<file path="src/rtl/eh2_ram_rmw_ctrl.sv">
// eh2_ram_rmw_ctrl: valid/ready front end for a non-byte-enabled single-port RAM macro, doing read-modify-write for partial writes
module eh2_ram_rmw_ctrl #(
  parameter int DEPTH = 4096,
  parameter int WIDTH = 64,
  parameter int AW = $clog2(DEPTH)
) (
  input  logic               clk,
  input  logic               rst,
  input  logic               req_valid,
  output logic               req_ready,
  input  logic               req_write,
  input  logic [AW-1:0]      req_addr,
  input  logic [WIDTH-1:0]   req_wdata,
  input  logic [WIDTH/8-1:0] req_wstrb,
  output logic               rsp_valid,
  output logic [WIDTH-1:0]   rsp_rdata,
  output logic               rsp_err,
  output logic               wr_err,
  output logic [AW-1:0]      ram_adr,
  output logic [WIDTH-1:0]   ram_d,
  output logic               ram_we,
  output logic               ram_me,
  input  logic [WIDTH-1:0]   ram_q
);
  typedef enum logic {IDLE, MERGE} state_t;
  state_t state;
  logic [AW-1:0] hold_addr;
  logic [WIDTH-1:0] hold_wdata, d_last, merged;
  logic [WIDTH/8-1:0] hold_wstrb;
  logic accept, in_rng, merge, rd, wf, wp;
  always_comb begin
    merge = state == MERGE;
    req_ready = ~rst & ~merge;
    accept = req_valid & req_ready;
    in_rng = 32'(req_addr) < DEPTH;
    rd = accept & ~req_write & in_rng;
    wf = accept & req_write & in_rng & (&req_wstrb);
    wp = accept & req_write & in_rng & ~(&req_wstrb) & (|req_wstrb);
    merged = '0;
    for (int b = 0; b < WIDTH / 8; b++)
      merged[8*b+:8] = hold_wstrb[b] ? hold_wdata[8*b+:8] : ram_q[8*b+:8];
    ram_me = ~rst & (rd | wf | wp | merge);
    ram_we = ~rst & (wf | merge);
    ram_adr = merge ? hold_addr : req_addr;
    ram_d = merge ? merged : wf ? req_wdata : d_last;
    rsp_rdata = rsp_err ? '0 : ram_q;
  end
  always_ff @(posedge clk or posedge rst) begin
    if (rst) begin
      state <= IDLE;
      hold_addr <= '0;
      hold_wdata <= '0;
      hold_wstrb <= '0;
      d_last <= '0;
      rsp_valid <= 1'b0;
      rsp_err <= 1'b0;
      wr_err <= 1'b0;
    end else begin
      state <= wp ? MERGE : IDLE;
      if (wp) begin
        hold_addr <= req_addr;
        hold_wdata <= req_wdata;
        hold_wstrb <= req_wstrb;
      end
      if (ram_we) d_last <= ram_d;
      rsp_valid <= accept & ~req_write;
      rsp_err <= accept & ~req_write & ~in_rng;
      wr_err <= accept & req_write & ~in_rng;
    end
  end
endmodule
</file>
<file path="config.mk">
export PLATFORM = sky130hd
export DESIGN_NAME = eh2_ram_rmw_ctrl
export DESIGN_NICKNAME = d
export VERILOG_FILES = /design/src/rtl/eh2_ram_rmw_ctrl.sv
export SDC_FILE = /design/constraint.sdc
export NUM_CORES = 1
export LEC_CHECK = 0
export BUFFER_PORTS_ARGS = -buffer_cell sky130_fd_sc_hd__buf_2
export CORE_UTILIZATION = 45
export DETAILED_ROUTE_END_ITERATION = 6
export GPL_ROUTABILITY_DRIVEN = 0
export GPL_TIMING_DRIVEN = 1
export PLACE_DENSITY = 0.79
export SYNTH_ARGS = -nofsm -noshare
export SYNTH_HDL_FRONTEND = slang
export SYNTH_SLANG_ARGS = --single-unit
</file>
<file path="constraint.sdc">
create_clock -name clk -period 8.4 [get_ports clk]
set_input_delay 0.84 -clock clk [delete_from_list [all_inputs] [get_ports clk]]
set_output_delay 0.84 -clock clk [all_outputs]
set_load 0.02 [all_outputs]
</file>
==> out/summary.txt <==
status: complete, no violations
Synth Flop Type: dfrtp_1
Clock transition at path regs: 0.07 ns
Die ar.: 20,000 um^2
multi-input logic area: 4180 um^2
DR vias/cell: 5.45
Initial DRT Pass Iterations: 6
maximum VDD drop: 0.137 mV
post-route minimum period: 4.04 ns
largest net degree at the start of global routing: 97
Die Width: 141 um
Seq/Total Area, Yosys: 42.9%
Rows: 50
EDFF count, synth: 0
first-pass GRT wire length: 34.7 mm
number of global-route vias before repair: 6,850
class of the most critical hold timing path: reg2reg
clock tree buffer depth: 2
Mapped Cells: 762
Worst-Margin Slew: 1.09 ns
WL/cell: 18.0 um
MaxCap Viol Count: 0
synthesized area: 8760 um^2
Initial Util: 46.3%
Power per Cell Area: 240 nW/um^2
Final Skew: 0.0130 ns
DR vias: 6,703
H-tree depth: 4
number of synthesized register bits: 150
area grow syn2layout: 18.9%
post-layout util: 55.1%
Core Area: 18,900 um^2
data required time of the critical path: 7.56 ns
setup TNS: 0 ns
hold-fix buffers at CTS: 0
Worst setup startpoint: merge$_DFF_PP0_
max-slew violation count: 0
register area: 3760 um^2
Final Hold Fails: 0
input/output buffers: 295
Clock Latency Late Sink: 0.42 ns
Ports: 298
initial antenna violation count: 1
DIE HEIGHT: 141 um
first-iteration detailed-routing DRC count: 306
TritonCTS clock tree: built
Fill cells: 1,709
CP Launch Type: flip-flop
NumNets Final: 1,109
Final Cycle Share: 48.1%
Syn Area/Cell: 11.5 um^2
kind of critical path: reg2out
R2R Path Start: merge$_DFF_PP0_
number of buffers created by CTS: 17
crit end category: primary output
RSZ-0062 raised after global routing: no
Post-DRT Antenna Nets: 0
share of cells above drive strength 1: 45.8%
HP Start: hold_wdata[14]$_DFFE_PP0P_
post-synthesis async set-or-reset flop share: 100%
post-CTS setup buffer count: 0
Slew HR: 27.1%
CTS Sinks: 150
all-layer global routing usage: 22.3%
Synth cell types: 29
drt drc: 0
Leak: 5.09 nW
synth warn: 0
Max Fclk: 0.248 GHz
final setup violating endpoints: 0
routed wire length: 22.2 mm
CTS Root Buffer Type: clkbuf_16
Antenna diodes: 0
quantity of gates resized following cts: 0
Post-DP HPWL: 14.9 mm
CP arrival: 3.20 ns
crit-path max FO: 95
Remaining Overflow, GRT: 0
sequential cells by signal (all words and copies together) (netlist names):
register    flops
d_last         64
hold_wdata     64
hold_addr      12
rsp_valid       1
hold_wstrb      8
merge           1
cell usage after synthesis (2+ instances only):
| cell | instances | area (um^2) |
|---|---|---|
| a211oi_2 | 8 | 100 |
| a221oi_1 | 13 | 114 |
| and4_1 | 2 | 17.5 |
| buf_1 | 2 | 7.51 |
| buf_2 | 12 | 60.1 |
| buf_4 | 76 | 571 |
| buf_6 | 8 | 90.1 |
| clkbuf_1 | 27 | 101 |
| dfrtp_1 | 150 | 3750 |
| inv_1 | 2 | 7.51 |
| mux2_2 | 58 | 653 |
| mux2_4 | 38 | 571 |
| mux2i_1 | 90 | 901 |
| nand2_1 | 96 | 360 |
| nand2b_1 | 43 | 269 |
| nand3_2 | 2 | 20.0 |
| nor2_1 | 23 | 86.3 |
| nor3_1 | 9 | 45.0 |
| nor4_1 | 2 | 12.5 |
| o211a_1 | 43 | 430 |
| o221a_1 | 8 | 90.1 |
| o311a_1 | 43 | 430 |
report_power, final:
group          internal (mW)  leakage (nW)  switching (mW)
Sequential             0.879          1.76           0.123
Combinational          0.357          3.03           0.334
Clock                  0.477         0.292           0.332
Total                   1.71          5.09           0.789
layout by cell type, fill, tap and decap left out:
cell / count
buf_2: 295
dfrtp_1: 149
nand2_1: 96
mux2i_1: 90
mux2_2: 58
nand2b_1: 43
o311a_1: 43
o211a_1: 43
mux2_4: 38
nor2_1: 22
clkbuf_16: 17
a221oi_1: 13
nor3_1: 9
a211oi_2: 8
o221a_1: 8
inv_6: 6
buf_4: 5
bufinv_16: 3
clkinvlp_4: 3
and4_1: 2
nor4_1: 2
conb_1: 2
inv_8: 2
and4bb_4: 1
nand3_4: 1
inv_1: 1
nand3_2: 1
and3_4: 1
inv_2: 1
a21oi_4: 1
nor2_4: 1
nor4b_1: 1
a21oi_1: 1
clkbuf_1: 1
clkinv_4: 1
dfrtp_4: 1
final cells by class:
cell class | instances | share of cell area (%)
clock buffers | 18 | 4.12
inverters | 3 | 0.156
repair buffers | 300 | 14.5
flip-flops and latches | 150 | 36.1
well taps | 260 | 3.12
clock inverters | 14 | 1.80
multi-input cells | 485 | 40.2
worst paths after layout:
path                                              endpoint  slack [ns]  cells past startpoint
worst max-delay path                             ram_d[16]        4.36                      5
worst min-delay path            hold_wdata[14]$_DFFE_PP0P_        0.51                      1
worst max register to register      d_last[14]$_DFFE_PP0P_        4.97                      5
worst min register to register  hold_wdata[14]$_DFFE_PP0P_        0.51                      1
max in group asynchronous                  merge$_DFF_PP0_        6.33                      3
min in group asynchronous           d_last[48]$_DFFE_PP0P_        0.67                      2
logic make-up (layout without fill, tap and decap cells):
logic type / Yosys count / in the layout / share of synthesized area (%)
AOI/OAI and AO/OA: 117 / 117 / 13.5
DFF: 150 / 150 / 42.9
buffers and inverters: 128 / 335 / 9.60
and+or+nand+nor: 180 / 180 / 9.67
other: 1 / 2 / 0.0428
muxes: 186 / 186 / 24.3
critical path, stage by stage (launching register included):
cell      delay [ns]
dfrtp_4         0.77
and4bb_4        0.48
and3_4          0.86
nand2b_1        0.19
o311a_1         0.19
buf_2           0.16
per-stage QoR:
step / area [um^2] / hold WS, ns / setup slack (ns) / cells / total power, mW
floorplan: 8760 / 0.476 / 1.29 / 763 / 1.52
global placement: 9790 / 0.485 / 4.65 / 1198 / 1.69
detailed placement: 9790 / 0.489 / 4.60 / 1198 / 1.71
CTS: 10400 / 0.507 / 4.30 / 1230 / 2.53
global route: 10400 / 0.515 / 4.15 / 1230 / 2.62
finish: 10400 / 0.506 / 4.36 / 1230 / 2.50
routing by layer:
| layer | global-route usage, % | routed length (um) |
|---|---|---|
| met5 | 0 | 0 |
| met4 | 7.24 | 401 |
| met3 | 5.57 | 1240 |
| met2 | 39.4 | 11200 |
| met1 | 26.7 | 9320 |
Note: power is estimated with default switching activity, not from simulation.
